<file path="config.mk">
export PLATFORM = sky130hd
export DESIGN_NAME = map_render_ctrl
export DESIGN_NICKNAME = d
export VERILOG_FILES = /design/src/rtl/map_render_ctrl.sv
export SDC_FILE = /design/constraint.sdc
export NUM_CORES = 1
export LEC_CHECK = 0
export CAP_MARGIN = 10
export CORE_MARGIN = 4
export CORE_UTILIZATION = 48
export CTS_BUF_LIST = sky130_fd_sc_hd__clkbuf_2 sky130_fd_sc_hd__clkbuf_4 sky130_fd_sc_hd__clkbuf_8
export CTS_CLUSTER_DIAMETER = 150
export DETAILED_ROUTE_END_ITERATION = 12
export PLACE_DENSITY = 0.87
export SETUP_SLACK_MARGIN = 0.3
export SYNTH_ARGS = -nofsm -noshare
export SYNTH_HDL_FRONTEND = slang
export SYNTH_SLANG_ARGS = --single-unit
</file>
<file path="constraint.sdc">
create_clock -name clk -period 4.9 [get_ports clk]
set_input_delay 0.98 -clock clk [delete_from_list [all_inputs] [get_ports clk]]
set_output_delay 0.98 -clock clk [all_outputs]
set_load 0.03 [all_outputs]
</file>
<file path="src/rtl/map_render_ctrl.sv">
`timescale 1ns/1ps
`default_nettype none
// ============================================================================
// Module      : map_render_ctrl
// Description : Frame-level scheduler for the tile blitter. Walks the map
//               grid row by row, reads one tile id per cell from map RAM
//               (1-cycle read latency) and launches one start/done
//               handshaked blit per non-empty cell. Runs on the system clock.
// Ports       :
//   clk, rst          system clock, synchronous active-high reset
//   i_frame_start     single-cycle request to render one frame
//   o_busy            high while a frame is in progress
//   o_frame_done      single-cycle pulse after the last cell completes
//   o_map_rd_en       map RAM read strobe
//   o_map_x/o_map_y   grid cell being read or drawn
//   i_map_tile_id     map RAM read data (valid the cycle after o_map_rd_en)
//   o_tile_start      single-cycle pulse launching one blit
//   o_tile_addr       tile ROM base address of the current tile
//   o_tile_top/left   destination pixel position of the current tile
//   i_tile_done       single-cycle pulse from the blitter
// Revision    : 1.0 - initial release
// ============================================================================
module map_render_ctrl #(
  parameter int          GRID_W           = 11,
  parameter int          GRID_H           = 11,
  parameter int          TILE_PX_SHIFT    = 5,
  parameter int          TILE_WORDS_SHIFT = 10,
  parameter logic [18:0] EMPTY_ID         = 19'h7FFFF
) (
  input  logic        clk,
  input  logic        rst,
  input  logic        i_frame_start,
  output logic        o_busy,
  output logic        o_frame_done,
  output logic        o_map_rd_en,
  output logic [3:0]  o_map_x,
  output logic [3:0]  o_map_y,
  input  logic [18:0] i_map_tile_id,
  output logic        o_tile_start,
  output logic [18:0] o_tile_addr,
  output logic [9:0]  o_tile_top,
  output logic [9:0]  o_tile_left,
  input  logic        i_tile_done
);

  localparam logic [3:0] c_X_LAST = 4'(GRID_W - 1);
  localparam logic [3:0] c_Y_LAST = 4'(GRID_H - 1);

  typedef enum logic [2:0] {
    S_IDLE      = 3'd0,
    S_FETCH     = 3'd1,
    S_WAIT_DATA = 3'd2,
    S_START     = 3'd3,
    S_WAIT_TILE = 3'd4,
    S_ADVANCE   = 3'd5,
    S_DONE      = 3'd6
  } state_t;

  state_t      r_state;
  logic        r_pending;
  logic        r_busy;
  logic        r_frame_done;
  logic        r_map_rd_en;
  logic [3:0]  r_x;
  logic [3:0]  r_y;
  logic        r_tile_start;
  logic [18:0] r_tile_addr;
  logic [9:0]  r_tile_top;
  logic [9:0]  r_tile_left;

  // Zero-filled shifts; the address deliberately wraps to 19 bits.
  logic [18:0] w_tile_addr;
  logic [9:0]  w_tile_top;
  logic [9:0]  w_tile_left;

  assign w_tile_addr = i_map_tile_id << TILE_WORDS_SHIFT;
  assign w_tile_top  = 10'(r_y) << TILE_PX_SHIFT;
  assign w_tile_left = 10'(r_x) << TILE_PX_SHIFT;

  always_ff @(posedge clk) begin
    if (rst) begin
      r_state      <= S_IDLE;
      r_pending    <= 1'b0;
      r_busy       <= 1'b0;
      r_frame_done <= 1'b0;
      r_map_rd_en  <= 1'b0;
      r_x          <= 4'd0;
      r_y          <= 4'd0;
      r_tile_start <= 1'b0;
      r_tile_addr  <= 19'd0;
      r_tile_top   <= 10'd0;
      r_tile_left  <= 10'd0;
    end else begin
      // Requests arriving while a frame runs (including the DONE cycle)
      // collapse into a single queued frame.
      if (r_state != S_IDLE && i_frame_start) begin
        r_pending <= 1'b1;
      end

      case (r_state)
        S_IDLE: begin
          if (i_frame_start || r_pending) begin
            r_pending   <= 1'b0;
            r_x         <= 4'd0;
            r_y         <= 4'd0;
            r_busy      <= 1'b1;
            r_map_rd_en <= 1'b1;
            r_state     <= S_FETCH;
          end
        end

        S_FETCH: begin
          r_map_rd_en <= 1'b0;
          r_state     <= S_WAIT_DATA;
        end

        S_WAIT_DATA: begin
          if (i_map_tile_id == EMPTY_ID) begin
            r_state <= S_ADVANCE;
          end else begin
            r_tile_addr  <= w_tile_addr;
            r_tile_top   <= w_tile_top;
            r_tile_left  <= w_tile_left;
            r_tile_start <= 1'b1;
            r_state      <= S_START;
          end
        end

        S_START: begin
          r_tile_start <= 1'b0;
          r_state      <= S_WAIT_TILE;
        end

        S_WAIT_TILE: begin
          if (i_tile_done) begin
            r_state <= S_ADVANCE;
          end
        end

        S_ADVANCE: begin
          if (r_x != c_X_LAST) begin
            r_x         <= r_x + 4'd1;
            r_map_rd_en <= 1'b1;
            r_state     <= S_FETCH;
          end else begin
            r_x <= 4'd0;
            if (r_y != c_Y_LAST) begin
              r_y         <= r_y + 4'd1;
              r_map_rd_en <= 1'b1;
              r_state     <= S_FETCH;
            end else begin
              // busy drops in the same cycle frame_done is presented
              r_frame_done <= 1'b1;
              r_busy       <= 1'b0;
              r_state      <= S_DONE;
            end
          end
        end

        S_DONE: begin
          r_frame_done <= 1'b0;
          r_state      <= S_IDLE;
        end

        default: begin
          r_state <= S_IDLE;
        end
      endcase
    end
  end

  assign o_busy       = r_busy;
  assign o_frame_done = r_frame_done;
  assign o_map_rd_en  = r_map_rd_en;
  assign o_map_x      = r_x;
  assign o_map_y      = r_y;
  assign o_tile_start = r_tile_start;
  assign o_tile_addr  = r_tile_addr;
  assign o_tile_top   = r_tile_top;
  assign o_tile_left  = r_tile_left;

endmodule
`default_nettype wire

</file>
Word-level counts from Yosys, hierarchy flattened. Cells that the tools add are included.

Bits in registers: 33. Output and inout port bits: 51. Word-level logic and storage cells: 73.

Add/sub/neg operators: 2. Eq/ne operators: 16. Muxes and demuxes: 27. Bitwise gates (word level): 1. Reduce and logical (&&, ||, !) cells: 16.

Operator list (number): 19-bit == test (second input constant) (1); 3-bit one-hot mux with 6 select lines (1); 4-bit two-way mux (4); 4-bit one-hot mux with 2 select lines (2); 3-bit two-way mux (5); 2-bit != test (second input constant) (6); 1-bit two-way mux (11); 3-bit == test (second input constant) (3); 4-bit by 1-bit adder with 4-bit output (second input constant) (2); 4-bit != test (second input constant) (2); 2-bit AND reduction (4); 4-bit AND reduction (2); 3-bit by 2-bit == test with 1-bit output (second input constant) (2); 1-bit one-hot mux with 2 select lines (3); 3-bit AND reduction (2); 2-bit nonzero test (3); 3-bit nonzero test (2); 3-bit by 1-bit == test with 1-bit output (second input constant) (1); 3-bit zero test (1); 3-bit != test (second input constant) (1); 1-bit one-hot mux with 3 select lines (1); 1-bit logical AND (1); 1-bit logical OR (1); 1-bit NOT (1).

Logic depth before layout (Yosys ltp). Gate-level depths: netlist of the first run.

Depth in word-level cells: 5. Depth in mapped cells: 8. Gate-level depth less buffers: 6.

Least setup slack after synthesis of the first run. Ideal clock, no wire load.

Path kind: input to register. Start: input port i_map_tile_id[14]. End: register r_tile_addr[14], in the netlist o_tile_addr[14]. Arrival time: 1.908 ns. Required time: 4.780 ns. Path slack: 2.873 ns. Stages: 6. Buffers on the path: 2. Cell sequence: nand4_1 > nor3_1 > a211oi_1 > buf_2 > buf_6 > mux2i_1.

Longest elaborated chain between the ends: 3.

RTL lines: start, declared (RTL line 38) `input logic [18:0] i_map_tile_id,`; 19-bit == test (RTL line 118) `if (i_map_tile_id == EMPTY_ID) begin`; 1-bit NOT (no line); 2-bit AND reduction (no line); end signal, assigned (RTL line 121) `r_tile_addr <= w_tile_addr;`; end, declared (RTL line 67) `logic [18:0] r_tile_addr;`.

Every way passes these cells. A chain may end at the register's enable or synchronous reset.

Worst setup path in the final report of the first run.
Start: input port i_map_tile_id[4]. End: register r_tile_addr[11], in the netlist o_tile_addr[11].

The elaborated chain is that of the path after synthesis.

==> run metrics, run 1 <==
outcome finished clean; Post-synth EDFFs 0; Clock Path Buffers 2; mux cell area share after synthesis 9.19%; DP Wirelength between 2000 and 3000 um; insertion delay of the later-clocked pin in the worst-skew pair about 0.28 ns; ratio of cells with drive above 1 in the final layout ~6.4%; Buf+Inv Stages, Crit Path 1; drt wl/cell ~13 um; RSZ-0062 raised after global routing false; power consumption around 660 uW; number of I/O port buffers a little over 50; H-tree depth 2; critical path required time around 5.1 ns; relative slew slack 24.7%; Avg Cell Area, Syn between 9 and 10 sq um; DRC Markers 0; initial antenna violation count 0; period utilization 54.2%; crit-path cells clkdlybuf4s50_1 -> nand4_1 -> nor2_1 -> a211oi_4 -> mux2i_1; crit path time final around 2.7 ns; GPL Wtd Cong 0.766; Setup Fix Bufs, Post-CTS 0; CP endpoint kind flip-flop; vias about 1.5k; yosys synthesis warning count 0; design area 2360 sq um; Seq/Total Area, Yosys about 36%; Final #Nets approximately 280; delay-heaviest family, CP compound AO/OA/AOI/OAI gates; first-pass GRT wire length between 6000 and 7000 um; Die Ht between 70 and 80 um; All-Layer GR Usage approximately 16%; Maximum Capacitance Violations 0; Slowest-stage cell, CP a211oi_4; setup TNS 0 ns; cts hold-fix bufs 0; DP Worst Slack a little under 2 ns; Netlist cell types 41; Setup-failing EPs final 0; CP Launch Type input pin; CTS Buf Count 5; Layout area overhead 27.6%; vias in the first global route roughly 1.3k; Initial Util 50.2%; Root Buffer clkbuf_8; largest net degree at the start of global routing between 40 and 50; Mapped Cells a little over 200; die outline area between 4000 and 5000 sq um; Simple-Gate Fraction of Synth Area 24.4%; multi-input combinational cell area roughly 1000 sq um; Layout fillers about 320; Pins Over Slew Limit 0; PwrDens 279 nW/um^2; peak supply drop 0.135 mV; Die Width approximately 70 um; DRT iter0 DRCs 70; Hold Vio Cnt, Final 0; diode count 0; CTS tree done; adder-cell area share of the yosys netlist roughly 2.7%; measured slew at the worst slew-check pin 1.13 ns; Clock Sinks 33; GRT overflow 0; Via-to-Cell Ratio around 5; DP Area 2270 sq um; P_leak around 0.00088 uW; post-CTS resize count 0; flops & latches, synth 33; largest family of logic cells by synthesized area simple AND/OR/NAND/NOR gates; CP Data Arrival Time ~2.9 ns; path category of the worst min-delay check flip-flop to flip-flop; CTS clk-pin slew, worst paths around 0.060 ns; antenna-violating nets left 0; xor/xnor share of the synthesized area 0%; skew final 0.00148 ns; complex-gate fraction of the synthesized area a little over an eighth; Worst Setup Path Type input pin to flip-flop; Syn Std Cell Area about 1900 sq um; final worst slack ~2.2 ns; Fmax achieved 377 MHz; Worst path max stage delay 0.95 ns; crit path max fanout 18; Most used DFF post-synth dfxtp_1; total wire length 3790 um; sequential standard cell area about 660 sq um; # IOs 74; drt pass-1 iters 4; core area ~3700 sq um; Rows 22; async set-reset flop share out of synthesis 0%
per-layer routing:
layer	routed length, um	vias up	global-route usage (%)
li1	-	745	-
met1	1730	676	20.8
met2	1700	58	23.4
met3	312	6	6.19
met4	51	0	5.11
met5	0	-	0
final timing paths:
kind | startpoint | to | slack, ns | cells after the start
worst min-delay path | o_tile_left[5]$_SDFFE_PP0P_ | o_tile_left[5]$_SDFFE_PP0P_ | 0.47 | 2
worst min register to register | o_tile_left[5]$_SDFFE_PP0P_ | o_tile_left[5]$_SDFFE_PP0P_ | 0.47 | 2
worst max-delay path | i_map_tile_id[4] | o_tile_addr[11]$_SDFFE_PP0P_ | 2.25 | 5
worst max register to register | r_state[2]$_SDFFE_PP0P_ | o_tile_addr[11]$_SDFFE_PP0P_ | 2.88 | 4
layout make-up:
class | count | area share [%]
repair buffers | 52 | 21.9
inverters | 5 | 0.794
clock buffers | 7 | 3.81
multi-input cells | 153 | 43.0
well taps | 48 | 2.54
flip-flops and latches | 33 | 28.0
metrics by stage:
stage	instances	utilization, %	hold slack, ns
after floorplan	226	-	0.471
after global placement	291	61.6	0.447
after detailed placement	291	61.6	0.464
after CTS	298	64.1	0.477
after global routing	298	64.1	0.484
final	298	64.1	0.473
synthesized netlist by cell type (2+ instances only):
cell type,count,area [sq um]
mux2i_1,17,170
buf_2,3,15.0
nand3b_1,2,15.0
a211oi_1,3,22.5
or4_1,2,15.0
nor2_1,7,26.3
clkbuf_1,5,18.8
ha_1,4,50.1
a21oi_1,13,65.1
nor3_1,4,20.0
a21boi_0,2,15.0
nand2_1,2,7.51
o31ai_1,3,22.5
buf_6,3,33.8
nand4_1,4,25.0
buf_4,24,180
dfxtp_1,33,661
nor2b_1,3,18.8
inv_1,4,15.0
nand3_1,3,15.0
nand2b_1,34,213
and3b_1,2,17.5
a41oi_1,2,17.5
or3_1,3,18.8
o21ai_0,7,35.0
state kept, by name, indices dropped and copies added, names as in the netlist:
signal	cells
o_tile_left	4
o_map_rd_en	1
r_state	3
o_tile_addr	9
o_busy	1
o_frame_done	1
r_pending	1
o_tile_start	1
o_map_x	4
o_map_y	4
o_tile_top	4
worst min-delay path: stages (launching register included):
cell and delay [ns]:
dfxtp_1 0.31, nand2b_1 0.06, mux2i_1 0.06
where the power goes:
group | total (uW) | switching (uW) | leakage [uW] | internal, uW
clock network | 210 | 93.1 | 0.0000477 | 117
logic | 153 | 86.8 | 0.000561 | 65.7
registers | 298 | 15.9 | 0.000268 | 282
total | 660 | 196 | 0.000876 | 465
cell families (layout without fill, tap and decap cells):
logic type / count (synthesis) / after routing
mux: 17 / 17
other cells: 1 / 22
compound gates: 38 / 38
simple gates: 72 / 72
flops: 33 / 33
buf+inv: 40 / 64
fa+ha+maj: 4 / 4
layout by cell type (no fill, tap or decap), types with 2 or more instances in the layout:
cell / netlist / routed
conb_1: 1 / 22
dfxtp_1: 33 / 33
nor3_1: 4 / 4
a211oi_1: 3 / 2
clkbuf_8: 0 / 6
ha_1: 4 / 4
nand2b_1: 34 / 34
a21boi_0: 2 / 2
nand2_1: 2 / 2
and3b_1: 2 / 2
o21ai_0: 7 / 7
nand4_1: 4 / 4
nor2_1: 7 / 7
o31ai_1: 3 / 3
clkdlybuf4s50_1: 0 / 51
a21oi_1: 13 / 13
a41oi_1: 2 / 2
nand3_1: 3 / 3
mux2i_1: 17 / 17
or3_1: 3 / 3
nor2b_1: 3 / 3
or4_1: 2 / 2
nand3b_1: 2 / 2
inv_1: 4 / 4
No activity file was read; power rests on OpenSTA's default activity.
==> run 2: changes to the inputs <==
Settings changed: CORE_UTILIZATION 48 to 45, PLACE_DENSITY 0.87 to 0.83.
Clock period 4.9 ns to 2.7 ns, I/O delays scaled along.
==> run 2 against run 1 <==
Effect of this change:
- sequential share of layout area shrank 0.72 points
- critical path type is now flip-flop to output pin
- combinational power increased by 84%
- first-iteration DRC count decreased by 60%
- final area up 2.6%
- global-route usage down 0.49 points
- final cell count grew 2.3%
- critical path depth fell by 4
- clock-buffer cell count did not move
- largest power group unchanged
- utilization shrank 3.4 points
- routed wire length fell by 0.21%
- highest routed layer unchanged
- via count grew 0.61%
- clock skew grew 0.0013 ns
==> run metrics, run 2 (synthesized netlist as in run 1, its figures left out) <==
CTS clk-pin slew, worst paths approximately 0.07 ns; # IOs 74; Clock power frac 37.2%; RSZ-0062 raised after global routing false; Layout fillers between 300 and 400; Maximum Capacitance Violations 0; largest net degree at the start of global routing 22; switch share 27.7%; setup TNS 0 ns; Via-to-Cell Ratio approximately 4.9; crit path time final roughly 2.0 ns; Hold Vio Cnt, Final 0; P_sw between 300 and 400 uW; Pins Over Slew Limit 0; Setup-failing EPs final 0; P_leak between 0.0009 and 0.001 uW; first-pass GRT wire length around 6200 um; ratio of cells with drive above 1 in the final layout around 8.2%; cts hold-fix bufs 0; hold path start o_tile_start$_SDFFE_PP0P_; CTS Buf Count 5; CP Data Arrival Time about 1.5 ns; period utilization around 75%; measured slew at the worst slew-check pin 0.674 ns; CP Launch Type flip-flop; final std cells w/o fill 305; CTS tree done; Cells on Worst Hold Path 1; Setup Fix Bufs, Post-CTS 0; Fmax achieved approximately 490 MHz; vias roughly 1.5k; crit-path cells clkdlybuf4s50_1; diode count 0; number of I/O port buffers just over 50; worst setup path start o_map_x[0]$_SDFFE_PP0P_; Worst path max stage delay about 0.73 ns; All-Layer GR Usage between 15 and 20%; Die Ht a little over 70 um; GRT overflow 0; highest metal used met4; Slowest-stage cell, CP clkdlybuf4s50_1; total wire length 3790 um; Clock Sinks 33; Root Buffer clkbuf_8; outcome finished clean; antenna-violating nets left 0; Final #Nets 281; Clock Path Buffers 2; Worst R2R Start o_map_x[0]$_SDFFE_PP0P_; Critical R2R Capture o_map_x[3]$_SDFFE_PP0P_; crit path max fanout 8; Worst Reg-to-Reg Cells 6; wl on met1 between 1500 and 2000 um; vias in the first global route 1368; drt wl/cell 12.4 um; P_int ~950 uW; most frequent cells in the layout 51 x clkdlybuf4s50_1, 34 x nand2b_1, 33 x dfxtp_1, 22 x conb_1, 17 x mux2i_1; initial antenna violation count 0; skew final 0.00281 ns; Layout area overhead 31.0%; met2 wire len about 1700 um; post-CTS resize count 0; sequential power share between 40% and 50%; FF-to-FF setup slack between 0.7 and 0.8 ns; peak supply drop 0.344 mV; GPL Wtd Cong 0.744; H-tree depth 2; Rows 23; drt pass-1 iters 4; WL met3 ~260 um; commonest non-fill, non-tap cell in the layout clkdlybuf4s50_1; DP Wirelength approximately 2900 um; delay-heaviest family, CP buffers and inverters; Buf+Inv Stages, Crit Path 1; Initial Util 46.3%; flip-flop count of the largest register after layout 9; Comb pwr share a little over a fifth; CP endpoint kind output pin; DRC Markers 0; Worst Hold End o_tile_start$_SDFFE_PP0P_; PwrDens roughly 540 nW/um^2; core area 4000 sq um; DRT iter0 DRCs 28; path category of the worst min-delay check flip-flop to flip-flop; Die Width between 70 and 80 um; insertion delay of the later-clocked pin in the worst-skew pair 0.29 ns; placed cells around 300; relative slew slack between 50 and 60%; Worst Setup Path Type flip-flop to output pin; critical path required time about 2.2 ns; die outline area approximately 5200 sq um
[run 2: cell types whose count changed in the layout (fill, tap and decap cells not counted)]
cell,previous run,this run
buf_4,1,5
bufinv_16,0,1
[run 2: per-layer routing]
| layer | track usage [%] | up-vias |
|---|---|---|
| met5 | 0 | - |
| met4 | 6.26 | 0 |
| met3 | 5.12 | 6 |
| met2 | 23.6 | 53 |
| met1 | 19.4 | 674 |
| li1 | - | 761 |
[run 2: how the worst max path moves through the flow]
stage / endpoint / cells past startpoint
CTS: o_map_x[0] / 1
detailed placement: r_state[1]$_SDFFE_PP0P_ / 6
global placement: r_state[1]$_SDFFE_PP0P_ / 6
global route: o_map_x[3]$_SDFFE_PP0P_ / 6
floorplan: o_map_y[3]$_SDFFE_PP0P_ / 6
finish: o_map_x[0] / 1
[run 2: area by class of cell]
cell class                      instances  area, sq um  share of cell area (%)
Clock inverter                          1         30.0                    1.24
Clock buffer                            7         90.1                    3.71
Multi-Input combinational cell        153         1020                    41.9
Timing Repair Buffer                   56          548                    22.6
Inverter                                5         18.8                   0.774
Tap cell                               50         62.6                    2.58
Sequential cell                        33          661                    27.2
[run 2: through the flow]
step	worst slack, ns	total power (uW)	hold slack (ns)	cell area [sq um]	utilization [%]
2_1_floorplan	0.834	764	0.471	1930	-
3_3_place_gp	0.512	829	0.450	2310	57.6
3_5_place_dp	0.488	833	0.462	2310	57.6
4_1_cts	0.656	1330	0.478	2430	60.7
5_1_grt	0.519	1370	0.498	2430	60.7
6_report	0.668	1310	0.471	2430	60.7
[run 2: worst register-to-register path: cells and delay by family, from the launching register on]
family | cells | cell delay [ns]
and+or+nand+nor | 2 | 0.77
DFF | 1 | 0.48
AOI/OAI and AO/OA | 2 | 0.38
adders and majority gates | 1 | 0.19
buffers and inverters | 1 | 0.08
[run 2: power groups by stage]
stage	Sequential, uW	Clock [uW]	Combinational (uW)
after CTS	540	502	283
after floorplan	577	0	187
final	540	487	282
after detailed placement	551	0	282
after global placement	550	0	278
after global routing	545	521	305
